**src/rtl/oam_dma_arbiter_pkg.sv**
```systemverilog
// Shared MMU constants for the OAM DMA block: register address, copy length and DMA states.
package oam_dma_arbiter_pkg;

   localparam logic [15:0] DMA_reg_addr = 16'hFF46;
   localparam int unsigned OAM_DMA_len  = 160;

   typedef enum logic [1:0] {
      IDLE,
      DELAY,
      XFER
   } dma_state_t;

   // Sources in $E000-$FFFF read through the echo of WRAM.
   function automatic logic [7:0] dma_src_page(input logic [7:0] src_hi);
      return (src_hi >= 8'hE0) ? (src_hi - 8'h20) : src_hi;
   endfunction

endpackage

```
**src/rtl/oam_dma_arbiter_if.sv**
```systemverilog
// CPU, MMU and OAM signals of the OAM DMA arbiter; master is the arbiter, slave its surroundings.
interface oam_dma_arbiter_if;

   logic [15:0] cpu_addr;
   logic [7:0]  cpu_wdata;
   logic        cpu_read_en;
   logic        cpu_write_en;
   logic [7:0]  cpu_rdata;
   logic [15:0] mmu_addr;
   logic [7:0]  mmu_wdata;
   logic        mmu_read_en;
   logic        mmu_write_en;
   logic [7:0]  mmu_rdata;
   logic [7:0]  oam_addr;
   logic [7:0]  oam_wdata;
   logic        oam_write_en;
   logic        dma_active;

   modport master (
      input  cpu_addr, cpu_wdata, cpu_read_en, cpu_write_en, mmu_rdata,
      output cpu_rdata, mmu_addr, mmu_wdata, mmu_read_en, mmu_write_en,
      output oam_addr, oam_wdata, oam_write_en, dma_active
   );

   modport slave (
      output cpu_addr, cpu_wdata, cpu_read_en, cpu_write_en, mmu_rdata,
      input  cpu_rdata, mmu_addr, mmu_wdata, mmu_read_en, mmu_write_en,
      input  oam_addr, oam_wdata, oam_write_en, dma_active
   );

endinterface

```
**src/rtl/oam_dma_engine.sv**
```systemverilog
// OAM DMA sequencer: start delay, per-byte slot phase, byte index and the DMA bus grant.
module oam_dma_engine
   import oam_dma_arbiter_pkg::*;
#(
   parameter int unsigned CYCLES_PER_BYTE = 4,
   parameter int unsigned START_DELAY     = 4
) (
   input  logic        clk,
   input  logic        reset,
   input  logic        start_i,
   input  logic [7:0]  src_hi_i,
   input  logic        bus_free_i,
   output logic [15:0] src_addr_o,
   output logic [7:0]  idx_o,
   output logic        dma_grant_o,
   output logic        dma_active_o
);

   localparam int unsigned PhW  = (CYCLES_PER_BYTE > 1) ? $clog2(CYCLES_PER_BYTE) : 1;
   localparam int unsigned DlyW = (START_DELAY > 1) ? $clog2(START_DELAY) : 1;
   localparam logic [PhW-1:0]  PhLast  = PhW'(CYCLES_PER_BYTE - 1);
   localparam logic [DlyW-1:0] DlyLoad = DlyW'(START_DELAY - 1);
   localparam logic [7:0]      IdxLast = 8'(OAM_DMA_len - 1);

   dma_state_t     state_q, state_d;
   logic [DlyW-1:0] delay_q, delay_d;
   logic [PhW-1:0]  phase_q, phase_d;
   logic [7:0]      idx_q, idx_d;
   logic            done_q, done_d;
   logic            grant;
   logic            slot_end;

   always_comb begin
      state_d  = state_q;
      delay_d  = delay_q;
      phase_d  = phase_q;
      idx_d    = idx_q;
      done_d   = done_q;
      grant    = (state_q == XFER) && !done_q && bus_free_i;
      // A slot that is still missing its byte parks on the last phase until the DMA wins.
      slot_end = (state_q == XFER) && (phase_q == PhLast) && (done_q || grant);

      case (state_q)
         IDLE: ;
         DELAY: begin
            if (delay_q == '0) begin
               state_d = XFER;
            end else begin
               delay_d = delay_q - 1'b1;
            end
         end
         XFER: begin
            if (slot_end) begin
               phase_d = '0;
               done_d  = 1'b0;
               idx_d   = idx_q + 8'd1;
               if (idx_q == IdxLast) begin
                  state_d = IDLE;
                  idx_d   = '0;
               end
            end else begin
               done_d = done_q | grant;
               if (phase_q != PhLast) begin
                  phase_d = phase_q + 1'b1;
               end
            end
         end
         default: state_d = IDLE;
      endcase

      if (start_i) begin
         state_d = DELAY;
         delay_d = DlyLoad;
         phase_d = '0;
         idx_d   = '0;
         done_d  = 1'b0;
      end
   end

   always_ff @(posedge clk or posedge reset) begin
      if (reset) begin
         state_q <= IDLE;
         delay_q <= '0;
         phase_q <= '0;
         idx_q   <= '0;
         done_q  <= 1'b0;
      end else begin
         state_q <= state_d;
         delay_q <= delay_d;
         phase_q <= phase_d;
         idx_q   <= idx_d;
         done_q  <= done_d;
      end
   end

   assign src_addr_o   = {dma_src_page(src_hi_i), idx_q};
   assign idx_o        = idx_q;
   assign dma_grant_o  = grant;
   assign dma_active_o = (state_q == XFER);

endmodule

```
**src/rtl/oam_dma_arbiter.sv**
```systemverilog
// CPU/DMA arbiter in front of the MMU: owns $FF46, blocks low memory during a copy and
// muxes the single MMU bus between the CPU and the DMA engine.
module oam_dma_arbiter
   import oam_dma_arbiter_pkg::*;
#(
   parameter int unsigned CYCLES_PER_BYTE = 4,
   parameter int unsigned START_DELAY     = 4
) (
   input logic              clk,
   input logic              reset,
   oam_dma_arbiter_if.master bus
);

   logic [7:0]  src_hi_q, src_hi_d;
   logic        cpu_access;
   logic        is_dma_reg;
   logic        blocked;
   logic        forward;
   logic        start;
   logic        dma_grant;
   logic        dma_active;
   logic [15:0] src_addr;
   logic [7:0]  idx;

   assign cpu_access = bus.cpu_read_en | bus.cpu_write_en;
   assign is_dma_reg = (bus.cpu_addr == DMA_reg_addr);
   assign blocked    = dma_active && (bus.cpu_addr[15:8] != 8'hFF);
   assign forward    = cpu_access && !is_dma_reg && !blocked;
   assign start      = bus.cpu_write_en && is_dma_reg;

   always_comb begin
      src_hi_d = src_hi_q;
      if (start) begin
         src_hi_d = bus.cpu_wdata;
      end
   end

   always_ff @(posedge clk or posedge reset) begin
      if (reset) begin
         src_hi_q <= 8'hFF;
      end else begin
         src_hi_q <= src_hi_d;
      end
   end

   // During XFER only high-page accesses are forwarded, so forward doubles as CPU contention.
   oam_dma_engine #(
      .CYCLES_PER_BYTE (CYCLES_PER_BYTE),
      .START_DELAY     (START_DELAY)
   ) u_engine (
      .clk          (clk),
      .reset        (reset),
      .start_i      (start),
      .src_hi_i     (src_hi_q),
      .bus_free_i   (!forward),
      .src_addr_o   (src_addr),
      .idx_o        (idx),
      .dma_grant_o  (dma_grant),
      .dma_active_o (dma_active)
   );

   always_comb begin
      bus.mmu_addr     = '0;
      bus.mmu_wdata    = '0;
      bus.mmu_read_en  = 1'b0;
      bus.mmu_write_en = 1'b0;
      if (dma_grant) begin
         bus.mmu_addr    = src_addr;
         bus.mmu_read_en = 1'b1;
      end else if (forward) begin
         bus.mmu_addr     = bus.cpu_addr;
         bus.mmu_wdata    = bus.cpu_wdata;
         bus.mmu_read_en  = bus.cpu_read_en;
         bus.mmu_write_en = bus.cpu_write_en;
      end
   end

   always_comb begin
      if (is_dma_reg) begin
         bus.cpu_rdata = src_hi_q;
      end else if (blocked) begin
         bus.cpu_rdata = 8'hFF;
      end else begin
         bus.cpu_rdata = bus.mmu_rdata;
      end
   end

   assign bus.oam_addr     = idx;
   assign bus.oam_wdata    = bus.mmu_rdata;
   assign bus.oam_write_en = dma_grant;
   assign bus.dma_active   = dma_active;

endmodule

```
**src/flat_wrapper.sv**
```systemverilog
// flat-port wrapper written by rule: the top's interface ports become plain ports
module oam_dma_arbiter_flat import oam_dma_arbiter_pkg::*;
#(
   parameter int unsigned CYCLES_PER_BYTE = 4,
   parameter int unsigned START_DELAY     = 4
)
  (clk, reset, bus_cpu_addr, bus_cpu_wdata, bus_cpu_read_en, bus_cpu_write_en, bus_mmu_rdata, bus_cpu_rdata, bus_mmu_addr, bus_mmu_wdata, bus_mmu_read_en, bus_mmu_write_en, bus_oam_addr, bus_oam_wdata, bus_oam_write_en, bus_dma_active);
  oam_dma_arbiter_if bus_i ();
  input logic clk;
  input logic reset;
  input wire logic [$bits(bus_i.cpu_addr)-1:0] bus_cpu_addr;
  input wire logic [$bits(bus_i.cpu_wdata)-1:0] bus_cpu_wdata;
  input wire logic [$bits(bus_i.cpu_read_en)-1:0] bus_cpu_read_en;
  input wire logic [$bits(bus_i.cpu_write_en)-1:0] bus_cpu_write_en;
  input wire logic [$bits(bus_i.mmu_rdata)-1:0] bus_mmu_rdata;
  output wire logic [$bits(bus_i.cpu_rdata)-1:0] bus_cpu_rdata;
  output wire logic [$bits(bus_i.mmu_addr)-1:0] bus_mmu_addr;
  output wire logic [$bits(bus_i.mmu_wdata)-1:0] bus_mmu_wdata;
  output wire logic [$bits(bus_i.mmu_read_en)-1:0] bus_mmu_read_en;
  output wire logic [$bits(bus_i.mmu_write_en)-1:0] bus_mmu_write_en;
  output wire logic [$bits(bus_i.oam_addr)-1:0] bus_oam_addr;
  output wire logic [$bits(bus_i.oam_wdata)-1:0] bus_oam_wdata;
  output wire logic [$bits(bus_i.oam_write_en)-1:0] bus_oam_write_en;
  output wire logic [$bits(bus_i.dma_active)-1:0] bus_dma_active;
  assign bus_i.cpu_addr = bus_cpu_addr;
  assign bus_i.cpu_wdata = bus_cpu_wdata;
  assign bus_i.cpu_read_en = bus_cpu_read_en;
  assign bus_i.cpu_write_en = bus_cpu_write_en;
  assign bus_i.mmu_rdata = bus_mmu_rdata;
  assign bus_cpu_rdata = bus_i.cpu_rdata;
  assign bus_mmu_addr = bus_i.mmu_addr;
  assign bus_mmu_wdata = bus_i.mmu_wdata;
  assign bus_mmu_read_en = bus_i.mmu_read_en;
  assign bus_mmu_write_en = bus_i.mmu_write_en;
  assign bus_oam_addr = bus_i.oam_addr;
  assign bus_oam_wdata = bus_i.oam_wdata;
  assign bus_oam_write_en = bus_i.oam_write_en;
  assign bus_dma_active = bus_i.dma_active;
  oam_dma_arbiter #(.CYCLES_PER_BYTE(CYCLES_PER_BYTE), .START_DELAY(START_DELAY)) u_core (.clk(clk), .reset(reset), .bus(bus_i));
endmodule
```
**config.mk**
```make
export PLATFORM = sky130hd
export DESIGN_NAME = oam_dma_arbiter_flat
export DESIGN_NICKNAME = d
export VERILOG_FILES = /design/src/rtl/oam_dma_arbiter_pkg.sv /design/src/rtl/oam_dma_arbiter_if.sv /design/src/rtl/oam_dma_engine.sv /design/src/rtl/oam_dma_arbiter.sv /design/src/flat_wrapper.sv
export SDC_FILE = /design/constraint.sdc
export NUM_CORES = 1
export LEC_CHECK = 0
export BUFFER_PORTS_ARGS = -buffer_cell sky130_fd_sc_hd__buf_2
export CAP_MARGIN = 20
export CELL_PAD_IN_SITES_DETAIL_PLACEMENT = 1
export CELL_PAD_IN_SITES_GLOBAL_PLACEMENT = 1
export CORE_MARGIN = 2
export CORE_UTILIZATION = 36
export DETAILED_ROUTE_END_ITERATION = 8
export PLACE_DENSITY_LB_ADDON = 0.1
export SLEW_MARGIN = 40
export SYNTH_ARGS = -nofsm -noshare
export SYNTH_HDL_FRONTEND = slang
export SYNTH_SLANG_ARGS = --single-unit
```
**constraint.sdc**
```tcl
create_clock -name clk -period 4.65 [get_ports clk]
set_input_delay 0.465 -clock clk [delete_from_list [all_inputs] [get_ports clk]]
set_output_delay 0.465 -clock clk [all_outputs]
set_load 0.03 [all_outputs]
```
; ---- After elaboration in Yosys (flattened, before gate mapping)
; Cells that the tools add are included.
; Widths: inputs -> output; s select.
[word_totals]
wordCells = 78
ff_bits = 23
out_inout_bits = 52
in_bits = 36
[op_classes]
mux = 30
n_addsub = 4
reduce_logical = 23
order_cmp = 1
bitwise_logic = 2
n_eq_ne = 12
[ops]
columns = operator, n
row1 = $mux 8, 9
row2 = $mux 16, 2
row3 = $mux 2, 11
row4 = $eq 16x16->1 const B, 1
row5 = $ne 3x2->1 const B, 3
row6 = $add 8x1->8 const B, 1
row7 = $eq 8x8->1 const B, 1
row8 = $ge 8x8->1 const B, 1
row9 = $logic_and 1x1->1, 8
row10 = $ne 8x8->1 const B, 1
row11 = $sub 8x6->8 const B, 1
row12 = $mux 1, 7
row13 = $pmux 2 s3, 1
row14 = $reduce_and 2->1, 3
row15 = $reduce_bool 2->1, 3
row16 = $eq 2x2->1 const B, 2
row17 = $logic_not 1->1, 4
row18 = $logic_not 2->1, 2
row19 = $ne 2x1->1 const B, 2
row20 = $reduce_and 4->1, 1
row21 = $reduce_bool 3->1, 1
row22 = $add 2x1->2 const B, 1
row23 = $eq 2x1->1 const B, 1
row24 = $ne 2x2->1 const B, 1
row25 = other kinds (3), 4

; ---- Logic depth before layout (Yosys ltp)
; Gate-level depths: netlist of the first run.
[depth]
ltp_word = 11
mapped_depth = 6
mapped_depth_nobuf = 6

; ---- Hierarchy
; Synthesis of the first run repeated with hierarchy kept, for this count alone.
[hier_totals]
hier_cells = 213
hier_area_um2 = 1818.0
[modules_own_cells]
columns = module, cells_per_inst, area_each_um2, instances
row1 = oam_dma_engine, 102, 924.6, 1
row2 = oam_dma_arbiter, 111, 893.4, 1

; ---- Least setup slack after synthesis of the first run
; Ideal clock, no wire load.
[synth_timing]
kind = input to output
start = input bus_cpu_addr[4]
end = output bus_mmu_addr[10]
slack_ns = 2.172
arrival_time_ns = 2.013
cell_stages = 5
required_time_ns = 4.185
cell_sequence = nor4b_4 > nand4_2 > o221ai_2 > buf_4 > mux2i_1
[synth_via]
elab_chain_len = 7
word_cells_on_any_way = 8
[synth_rtl]
columns = element, line_no
row1 = start: declaration, flat_wrapper.sv:11  ; input wire logic [$bits(bus_i.cpu_addr)-1:0] bus_cpu_addr;
row2 = $eq 16x16->1 (*), oam_dma_arbiter.sv:26  ; assign is_dma_reg = (bus.cpu_addr == DMA_reg_addr);
row3 = $logic_not 1->1 (*), oam_dma_arbiter.sv:28  ; assign forward = cpu_access && !is_dma_reg && !blocked;
row4 = $logic_and 1x1->1 (*) (2 in series), oam_dma_arbiter.sv:28
row5 = $logic_not 1->1, oam_dma_arbiter.sv:55  ; .bus_free_i (!forward),
row6 = $logic_and 1x1->1, oam_dma_engine.sv:39  ; grant = (state_q == XFER) && !done_q && bus_free_i;
row7 = $mux 16 (*), oam_dma_arbiter.sv:67  ; if (dma_grant) begin
row8 = end: declaration, flat_wrapper.sv:17  ; output wire logic [$bits(bus_i.mmu_addr)-1:0] bus_mmu_addr;
; Every way passes the cells marked *; elsewhere a longest branch is shown, timed or not.

; ---- Worst setup path after layout of the first run
[layout_timing]
start = input bus_cpu_addr[15]
end = output bus_mmu_addr[1]
[layout_via]
elab_chain_len = 7
word_cells_on_any_way = 11
[layout_rtl]
columns = element, line_no
row1 = $eq 16x16->1 / $ne 8x8->1 (equally long branches), "oam_dma_arbiter.sv:26, oam_dma_arbiter.sv:27"
row2 = $logic_not 1->1 / $logic_and 1x1->1 (equally long branches), "oam_dma_arbiter.sv:28, oam_dma_arbiter.sv:27"
row3 = $logic_and 1x1->1 / $logic_not 1->1 (equally long branches), oam_dma_arbiter.sv:28
row4 = $logic_and 1x1->1 (*), oam_dma_arbiter.sv:28
row5 = $logic_not 1->1, oam_dma_arbiter.sv:55
row6 = $logic_and 1x1->1, oam_dma_engine.sv:39
row7 = $mux 16 (*), oam_dma_arbiter.sv:67
; Marks and branches as above.

==> results of run 1 <==
-- stage by stage --
stage	std cells	util	hold WS, ns	instance area, um2	worst slack, ns
floorplan	238	-	0.4610	1966	2.172
global placement	370	0.4511	0.4821	2333	1.564
detailed placement	370	0.4548	0.4902	2352	1.685
CTS	374	0.4637	0.2435	2399	1.684
global route	374	0.4637	0.2654	2399	1.507
finish	374	0.4637	0.2155	2399	1.743
-- registers in the layout, summed over array words and instances (netlist names) --
| name | cells |
|---|---|
| u_core.src_hi_q | 8 |
| u_core.u_engine.delay_q | 2 |
| u_core.u_engine.done_q | 1 |
| u_core.u_engine.state_q | 2 |
| u_core.u_engine.idx_o | 8 |
| u_core.u_engine.phase_q | 2 |
-- layout make-up --
cell class                      instances  share of cell area
Multi-Input combinational cell        159              0.4669
Sequential cell                        23              0.2441
Timing Repair Buffer                   89              0.1878
Inverter                               29             0.04538
Tap cell                               70             0.03652
Clock buffer                            3             0.01721
Clock inverter                          1            0.002087
-- power by group --
part / internal (mW) / switching (mW)
logic: 0.0818 / 0.165
clock network: 0.0601 / 0.0733
registers: 0.232 / 0.0560
total: 0.374 / 0.294
-- path summary, 6_finish.rpt --
path,startpoint,to,depth (start not counted),slack [ns]
worst max-delay path,bus_cpu_addr[15],bus_mmu_addr[1],7,1.74
worst min-delay path,reset,u_core.u_engine.done_q$_DFFE_PP0P_,2,0.22
worst max register to register,u_core.u_engine.phase_q[0]$_DFFE_PP0P_,u_core.u_engine.idx_o[5]$_DFFE_PP0P_,5,2.66
worst min register to register,u_core.src_hi_q[1]$_DFFE_PP1P_,u_core.src_hi_q[1]$_DFFE_PP1P_,2,0.50
max in group asynchronous,reset,u_core.src_hi_q[2]$_DFFE_PP1P_,2,4.06
min in group clk,bus_cpu_wdata[5],u_core.src_hi_q[5]$_DFFE_PP1P_,3,0.41
-- routing by layer --
layer  track usage  wire, um  share of wire
met1        0.2734      2770           0.47
met2        0.3517      2800           0.48
met3       0.02442       265          0.045
met5             0         0              0
met4       0.04737        50         0.0085
-- cells by family after synthesis --
family,Yosys count,share of synthesized area
AOI/OAI and AO/OA,64,0.2120
buffers and inverters,56,0.1419
DFF,23,0.2979
and+or+nand+nor,73,0.2298
xor gates and xnor gates,1,0.004457
muxes,17,0.08848
adders and majority gates,4,0.02546
-- cells in the mapped netlist (3+ instances only) --
cell,instances
a21oi_1,10
buf_4,17
o31ai_1,4
nand3_1,9
mux2i_1,14
buf_2,4
dfrtp_1,15
o21ai_0,21
mux2_2,3
nand4_1,3
dfstp_2,8
ha_1,4
clkbuf_1,6
nand3b_1,3
nand2_1,20
o22a_1,6
o21ai_1,8
and4_1,4
inv_1,29
nor2_1,12
nor3b_1,3
==> flow_summary_export.csv, run 1 <==
group,metric,value,unit
worst_setup_path,cpPeakStageDelay,0.61,ns
synthesis,async_flop_share,1.000,
worst_setup_path,critPathKind,"primary input to output pin",
global_routing,grt-ovfl-total,0,
worst_setup_path,cp_slowest_cell,"o221ai_2",
finish,layout_common_cells,"buf_2 (87), inv_1 (28), o21ai_0 (20), nand2_1 (20), dfrtp_1 (15)",
clocking,ctsHoldBuffers,0,
finish,area_growth,22.02,%
finish,drive_above_1_share,0.3882,
clocking,cts_root_buf,"clkbuf_8",
synthesis,synth_top_area_cell,"dfrtp_1",
floorplan,die_area,6067,um2
global_routing,grt_pass1_wl,9.970,mm
clocking,clock_path_buffers,2,
floorplan,die_w,77.89,um
clocking,cts-resized-gates,0,
detailed_routing,num_vias,1960,
detailed_routing,wl_per_cell,15.74,um
sta,relSlewSlack,0.5143,
place,dp_hpwl,4.547,mm
synthesis,syn_area,1966,um2
sta,finalCriticalPeriod,2.907,ns
global_routing,antenna_found_initial,0,
clocking,clk_pin_slew,0.09,ns
power_and_ir_drop,ir_drop,0.1190,mV
place,port_buffers,87,
worst_setup_path,crit_path_end_kind,"output pin",
clocking,cts.sinks,23,
finish,final_nets,345,
sta,setup_tns,0,ns
worst_setup_path,critPathArrivalTime,2.44,ns
detailed_routing,drtAntennaViolNets,0,
floorplan,rows,26,
sta,clock_skew,0.002061,ns
synthesis,synth_fp_nets,278,
worst_setup_path,crit_top_cell,"buf_2",
worst_setup_path,path_cells,"buf_2 -> nand4_1 -> nor2_1 -> o221ai_2 -> buf_4 -> mux2i_1 -> buf_2",
power_and_ir_drop,p_per_area,278.3,nW/um2
power_and_ir_drop,p_leak,1.240,nW
worst_setup_path,required,4.18,ns
synthesis,synth_edf_count,0,
detailed_routing,viasPerCell,5.241,
clocking,ctsHtreeMaxLevel,1,
clocking,postCtsSetupRepairBufs,0,
finish,regArea,585.6,um2
place,gp_congestion,0.8139,
run,max-cap-violations,0,
worst_setup_path,cp_max_fo,14,
clocking,numCtsBuffers,3,
global_routing,grt_max_degree,24,
power_and_ir_drop,power,667.6,uW
floorplan,coreArea,5172,um2
sta,hold_viol,0,
worst_setup_path,critPathBufInv,3,
sta,worst_slew_pin_slew,0.7285,ns
detailed_routing,wl,5.886,mm
finish,multi_input_area,1120,um2
detailed_routing,drt_pass1_iterations,4,
sta,grt_setup_unrepaired,"false",
clocking,clock_latency,0.27,ns
finish,nFillCells,661,
synthesis,ys_seq_area_frac,0.2979,
finish,n_antenna_cell,0,
clocking,cts_tree,"built",
worst_setup_path,cp-start-kind,"primary input",
floorplan,die_h,77.89,um
worst_setup_path,cp_top_family,"buffers and inverters",
synthesis,synth_warnings,0,
global_routing,grt_pass1_vias,2008,
floorplan,floorplan.initialDensity,0.3800,
sta,timing.final.crit_share,0.6251,
synthesis,synth_top_area_frac,0.1910,
sta,drv_slew,0,
sta,setup_viol,0,
detailed_routing,drcViolationCount,0,
status,status,"complete, no violations",
detailed_routing,first_iter_violations,91,
sta,max_freq,344.0,MHz
synthesis,synth.area.top_cells,"dfrtp_1 (19%), dfstp_2 (11%), mux2i_1 (7.1%)",
min_path,hp-class,"primary input to async pin",
synthesis,synth_seq_cells,23,
synthesis,synth.distinct_cells,50,
synthesis,synth_ff_type,"dfrtp_1",
synthesis,syn_inst,238,
floorplan,ioPinCount,88,
global_routing,grt_use_total,0.2042,
synthesis,synth.avg_cell_area,8.259,um2
finish,layout_commonest_cell,"buf_2",
No activity file was read; power rests on OpenSTA's default activity.
==> inputs of run 2 (changes only) <==
--- a/config.mk
+++ b/config.mk
@@ -10,7 +10,7 @@
 export CELL_PAD_IN_SITES_DETAIL_PLACEMENT = 1
 export CELL_PAD_IN_SITES_GLOBAL_PLACEMENT = 1
 export CORE_MARGIN = 2
-export CORE_UTILIZATION = 36
+export CORE_UTILIZATION = 30
 export DETAILED_ROUTE_END_ITERATION = 8
 export PLACE_DENSITY_LB_ADDON = 0.1
 export SLEW_MARGIN = 40
==> constraint.sdc (replaced) <==
create_clock -name clk -period 2.4 [get_ports clk]
set_input_delay 0.24 -clock clk [delete_from_list [all_inputs] [get_ports clk]]
set_output_delay 0.24 -clock clk [all_outputs]
set_load 0.03 [all_outputs]
==> run 2 against run 1 <==
Combinational power increased by 97%. Register-to-register slack got worse by 2.2 ns. Final area increased by 3.9%. Clock power increased by 89%. Largest power group unchanged. Critical path depth decreased by 1.
==> flow_summary_export.csv, run 2 (synthesized netlist as in run 1, its figures left out) <==
group,metric,value,unit
place,dp.cells,388,
finish,layout_commonest_cell,"buf_2",
power_and_ir_drop,power,1.293,mW
floorplan,rows,29,
min_path,hold_start,"bus_cpu_wdata[2]",
place,gp_congestion,0.7857,
finish,final_cells,393,
clocking,cts.sinks,23,
clocking,postCtsSetupRepairBufs,0,
sta,worst_slew_pin_slew,0.5260,ns
detailed_routing,viasPerCell,5.081,
detailed_routing,top_layer,"met4",
detailed_routing,wl_per_cell,15.67,um
clocking,cts_tree,"built",
floorplan,ioPinCount,88,
detailed_routing,drtAntennaViolNets,0,
sta,clock_skew,0.006163,ns
power_and_ir_drop,p_per_area,518.9,nW/um2
clocking,clk_pin_slew,0.09,ns
sta,setup_viol,0,
finish,n_antenna_cell,0,
sta,hold_viol,0,
global_routing,grt_max_degree,22,
sta,drv_slew,0,
clocking,numCtsBuffers,3,
worst_setup_path,ff2ff_path_depth,5,
worst_setup_path,ff2ff_setup_slack,0.45,ns
floorplan,die_w,84.95,um
sta,finalCriticalPeriod,2.190,ns
worst_setup_path,path_cells,"nand2b_1 -> buf_4 -> o221ai_2 -> buf_12 -> mux2_2 -> buf_2",
finish,area_growth,26.80,%
sta,max_freq,456.6,MHz
sta,grt_setup_unrepaired,"false",
power_and_ir_drop,p_leak,1.299,nW
min_path,holdPathStages,3,
place,dp_hpwl,4.891,mm
min_path,hp-class,"primary input to flop",
detailed_routing,routed-wl-met2,2.865,mm
power_and_ir_drop,ir_drop,0.2960,mV
clocking,cts_root_buf,"clkbuf_8",
clocking,ctsHtreeMaxLevel,1,
worst_setup_path,cp_max_fo,21,
finish,layout_common_cells,"buf_2 (87), inv_1 (28), o21ai_0 (21)",
worst_setup_path,cpPeakStageDelay,0.41,ns
worst_setup_path,critPathArrivalTime,1.95,ns
global_routing,grt-ovfl-total,0,
detailed_routing,drcViolationCount,0,
finish,final_nets,357,
floorplan,floorplan.initialDensity,0.3096,
worst_setup_path,worstReg2RegEnd,"u_core.u_engine.idx_o[5]$_DFFE_PP0P_",
clocking,clock_latency,0.27,ns
floorplan,die_area,7216,um2
sta,holdWs,0.1919,ns
detailed_routing,met1_length,2.993,mm
worst_setup_path,cp-start-kind,"flop",
floorplan,die_h,84.95,um
finish,fin_util,0.3925,
worst_setup_path,crit_path_end_kind,"output pin",
worst_setup_path,rr_startpoint,"u_core.u_engine.idx_o[0]$_DFFE_PP0P_",
global_routing,grt_pass1_wl,10.19,mm
detailed_routing,first_iter_violations,57,
worst_setup_path,required,2.16,ns
global_routing,grt_use_total,0.1749,
sta,setup_tns,0,ns
global_routing,grt_pass1_vias,2004,
status,status,"complete, no violations",
worst_setup_path,cp_slowest_cell,"dfrtp_1",
floorplan,coreArea,6350,um2
sta,relSlewSlack,0.6456,
run,max-cap-violations,0,
clocking,clock_path_buffers,2,
global_routing,antenna_found_initial,0,
place,port_buffers,87,
detailed_routing,wl_met3,268,um
finish,drive_above_1_share,0.3987,
min_path,hold_path_end,"u_core.src_hi_q[2]$_DFFE_PP1P_",
detailed_routing,wl,6.157,mm
detailed_routing,drt_pass1_iterations,4,
detailed_routing,num_vias,1997,
worst_setup_path,critPathKind,"flop to output pin",
sta,timing.final.crit_share,0.9126,
run 2: cell types whose count changed in the layout (fill, tap and decap cells not counted), sizes merged:
cell / previous run / this run
clkinv: 1 / 0
clkbuf: 3 / 4
dlygate4sd3: 0 / 1
buf: 89 / 100
run 2: where the power goes:
part / internal (mW) / switching (mW)
registers: 0.449 / 0.108
logic: 0.166 / 0.319
clock network: 0.119 / 0.133
total: 0.734 / 0.560
run 2: through the flow:
| stage | cell area [um2] | setup slack [ns] |
|---|---|---|
| after floorplan | 1966 | 0.3423 |
| after global placement | 2437 | 0.3526 |
| after detailed placement | 2437 | 0.3021 |
| after CTS | 2482 | 0.1846 |
| after global routing | 2492 | 0.05967 |
| final | 2492 | 0.2097 |
run 2: final cells by class:
type | instances | area (um2)
Fill cell | 806 | 3857
Multi-Input combinational cell | 159 | 1101
Sequential cell | 23 | 585.6
Timing Repair Buffer | 101 | 555.5
Inverter | 29 | 108.9
Tap cell | 77 | 96.34
Clock buffer | 4 | 45.04
run 2: repair_timing:
item | 4_1_cts | 5_1_grt
hold buffers | 0 | 1
gates resized for setup | 0 | 0
hold endpoints to repair | 0 | 11
run 2: per-layer routing:
layer,vias up,track usage
li1,988,-
met1,960,0.2543
met2,47,0.2720
met3,2,0.02529
met4,0,0.04473
met5,-,0
run 2: how the worst max path moves through the flow:
stage	cells after the start	endpoint	startpoint	slack, ns
floorplan	5	bus_mmu_addr[10]	u_core.u_engine.state_q[0]$_DFFE_PP0P_	0.34
global placement	7	bus_mmu_addr[14]	bus_cpu_addr[4]	0.35
detailed placement	7	bus_mmu_addr[13]	bus_cpu_addr[4]	0.30
CTS	6	bus_mmu_addr[13]	u_core.u_engine.state_q[0]$_DFFE_PP0P_	0.18
global route	5	bus_cpu_rdata[3]	u_core.u_engine.state_q[0]$_DFFE_PP0P_	0.06
finish	6	bus_mmu_addr[13]	u_core.u_engine.state_q[0]$_DFFE_PP0P_	0.21
run 2: worst max-delay path, delay by kind of cell, from the launching register on:
kind,cells,cell delay [ns]
compound gates,1,0.20
buf+inv,3,0.54
flops,1,0.41
mux,1,0.34
simple gates,1,0.17
==> inputs of run 3 (changes only) <==
--- a/config.mk
+++ b/config.mk
@@ -5,7 +5,7 @@
 export SDC_FILE = /design/constraint.sdc
 export NUM_CORES = 1
 export LEC_CHECK = 0
-export BUFFER_PORTS_ARGS = -buffer_cell sky130_fd_sc_hd__buf_2
+export BUFFER_PORTS_ARGS = -buffer_cell sky130_fd_sc_hd__clkbuf_2
 export CAP_MARGIN = 20
 export CELL_PAD_IN_SITES_DETAIL_PLACEMENT = 1
 export CELL_PAD_IN_SITES_GLOBAL_PLACEMENT = 1
==> run 3 against run 2 <==
Register-to-register slack hardly changed. Final area hardly changed. Die area stayed put. Via count is 1.2% higher. Utilization hardly changed. First-iteration DRC count is 28% lower. Global-route usage is 0.14 points higher. Largest power group unchanged.
==> flow_summary_export.csv, run 3 (synthesized netlist as in run 1, its figures left out) <==
group,metric,value,unit
status,status,"complete, no violations",
sta,fin_ws,0.1845,ns
clocking,cts-resized-gates,0,
sta,finalCriticalPeriod,2.215,ns
clocking,clk_pin_slew,0.10,ns
finish,final_cells,393,
finish,layout_commonest_cell,"clkbuf_2",
clocking,cts_tree,"built",
sta,max_freq,451.4,MHz
worst_setup_path,required,2.16,ns
power_and_ir_drop,p_per_area,522.4,nW/um2
sta,grt_setup_unrepaired,"false",
finish,area_growth,26.86,%
min_path,hp-class,"primary input to flop",
finish,final_nets,357,
sta,timing.final.crit_share,0.9231,
sta,setup_tns,0,ns
place,dp.cells,388,
power_and_ir_drop,p_leak,1.299,nW
finish,nFillCells,804,
clocking,cts.sinks,23,
worst_setup_path,critPathArrivalTime,1.98,ns
sta,relSlewSlack,0.6125,
finish,layout_common_cells,"clkbuf_2 (87), inv_1 (28), o21ai_0 (21)",
worst_setup_path,cp-start-kind,"flop",
worst_setup_path,cpPeakStageDelay,0.41,ns
sta,worst_slew_pin_slew,0.5752,ns
finish,drive_above_1_share,0.4019,
finish,n_antenna_cell,0,
sta,setup_viol,0,
sta,clock_skew,0.005093,ns
floorplan,die_area,7216,um2
sta,drv_slew,0,
detailed_routing,drcViolationCount,0,
run,max-cap-violations,0,
sta,hold_viol,0,
place,port_buffers,87,
worst_setup_path,cp_max_fo,21,
detailed_routing,wl_per_cell,15.64,um
place,dp_hpwl,4.852,mm
finish,fin_util,0.3927,
floorplan,die_h,84.95,um
global_routing,antenna_found_initial,0,
worst_setup_path,crit_path_end_kind,"output pin",
power_and_ir_drop,ir_drop,0.2719,mV
detailed_routing,viasPerCell,5.140,
global_routing,grt_max_degree,22,
detailed_routing,num_vias,2020,
floorplan,die_w,84.95,um
detailed_routing,first_iter_violations,41,
worst_setup_path,critPathBufInv,3,
floorplan,rows,29,
global_routing,grt_pass1_vias,2054,
global_routing,grt_use_total,0.1764,
detailed_routing,drt_pass1_iterations,4,
worst_setup_path,path_cells,"nand2b_1 -> buf_4 -> o221ai_2 -> buf_12 -> mux2_2 -> clkbuf_2",
floorplan,ioPinCount,88,
clocking,clock_latency,0.27,ns
worst_setup_path,critPathKind,"flop to output pin",
clocking,clock_path_buffers,2,
global_routing,grt_pass1_wl,10.36,mm
global_routing,grt-ovfl-total,0,
place,gp_congestion,0.7648,
detailed_routing,wl,6.146,mm
place,place_ws,0.2956,ns
floorplan,coreArea,6350,um2
floorplan,floorplan.initialDensity,0.3096,
clocking,cts_root_buf,"clkbuf_8",
clocking,numCtsBuffers,3,
worst_setup_path,cp_slowest_cell,"dfrtp_1",
worst_setup_path,cp_top_family,"buffers and inverters",
clocking,ctsHtreeMaxLevel,1,
detailed_routing,drtAntennaViolNets,0,
==> run 3: cell count changes in the layout (fill, tap and decap cells not counted) <==
cell,before,now
clkbuf_2,0,87
buf_2,87,0
clkbuf_1,1,0
clkinv_2,0,1
==> run 3: final timing paths <==
| kind | startpoint | endpoint | slack, ns | cells after the start |
|---|---|---|---|---|
| max | u_core.u_engine.state_q[0]$_DFFE_PP0P_ | bus_mmu_addr[15] | 0.18 | 6 |
| max reg2reg | u_core.u_engine.idx_o[0]$_DFFE_PP0P_ | u_core.u_engine.idx_o[5]$_DFFE_PP0P_ | 0.45 | 5 |
| min reg2reg | u_core.src_hi_q[3]$_DFFE_PP1P_ | u_core.src_hi_q[3]$_DFFE_PP1P_ | 0.50 | 2 |
| min in group asynchronous | reset | u_core.u_engine.phase_q[0]$_DFFE_PP0P_ | 0.52 | 3 |
| min | bus_cpu_wdata[6] | u_core.src_hi_q[6]$_DFFE_PP1P_ | 0.16 | 3 |
| max in group asynchronous | reset | u_core.src_hi_q[3]$_DFFE_PP1P_ | 1.34 | 4 |
==> run 3: report_power, final <==
| part | switching, mW | total (mW) | internal, mW |
|---|---|---|---|
| sequential | 0.111 | 0.560 | 0.449 |
| combinational | 0.319 | 0.482 | 0.163 |
| clock | 0.145 | 0.261 | 0.116 |
==> run 3: area by class of cell <==
| cell class | instances | area (um2) | area share |
|---|---|---|---|
| clock buffers | 3 | 41.29 | 0.01656 |
| multi-input cells | 159 | 1101 | 0.4415 |
| well taps | 77 | 96.34 | 0.03864 |
| inverters | 29 | 108.9 | 0.04365 |
| flip-flops and latches | 23 | 585.6 | 0.2348 |
| clock inverters | 1 | 5.005 | 0.002007 |
| repair buffers | 101 | 555.5 | 0.2228 |
==> run 3: per-stage QoR <==
stage                     cell area [um2]  hold WS, ns  total power [mW]
after global routing                 2494       0.1716             1.399
after floorplan                      1966       0.2360            0.9502
after global placement               2437       0.4525             1.047
after detailed placement             2437       0.2867             1.053
after CTS                            2494       0.1577             1.322
final                                2494       0.1644             1.303
==> run 3: what timing repair did <==
| action | 4_1_cts | 5_1_grt |
|---|---|---|
| buffers inserted | 0 | 0 |
| endpoints found under the hold margin | 15 | 0 |
| hold buffers | 1 | 0 |
==> run 3: tightest hold or removal path, stage by stage <==
cell and delay (ns):
clkbuf_2 0.08, inv_1 0.06, o21ai_1 0.06
==> run 3: metal layers <==
layer / track usage / routed length [um] / vias up
li1: - / - / 995
met1: 0.2538 / 3009 / 973
met2: 0.2841 / 2842 / 48
met3: 0.02140 / 239 / 4
met4: 0.03896 / 54 / 0
met5: 0 / 0 / -
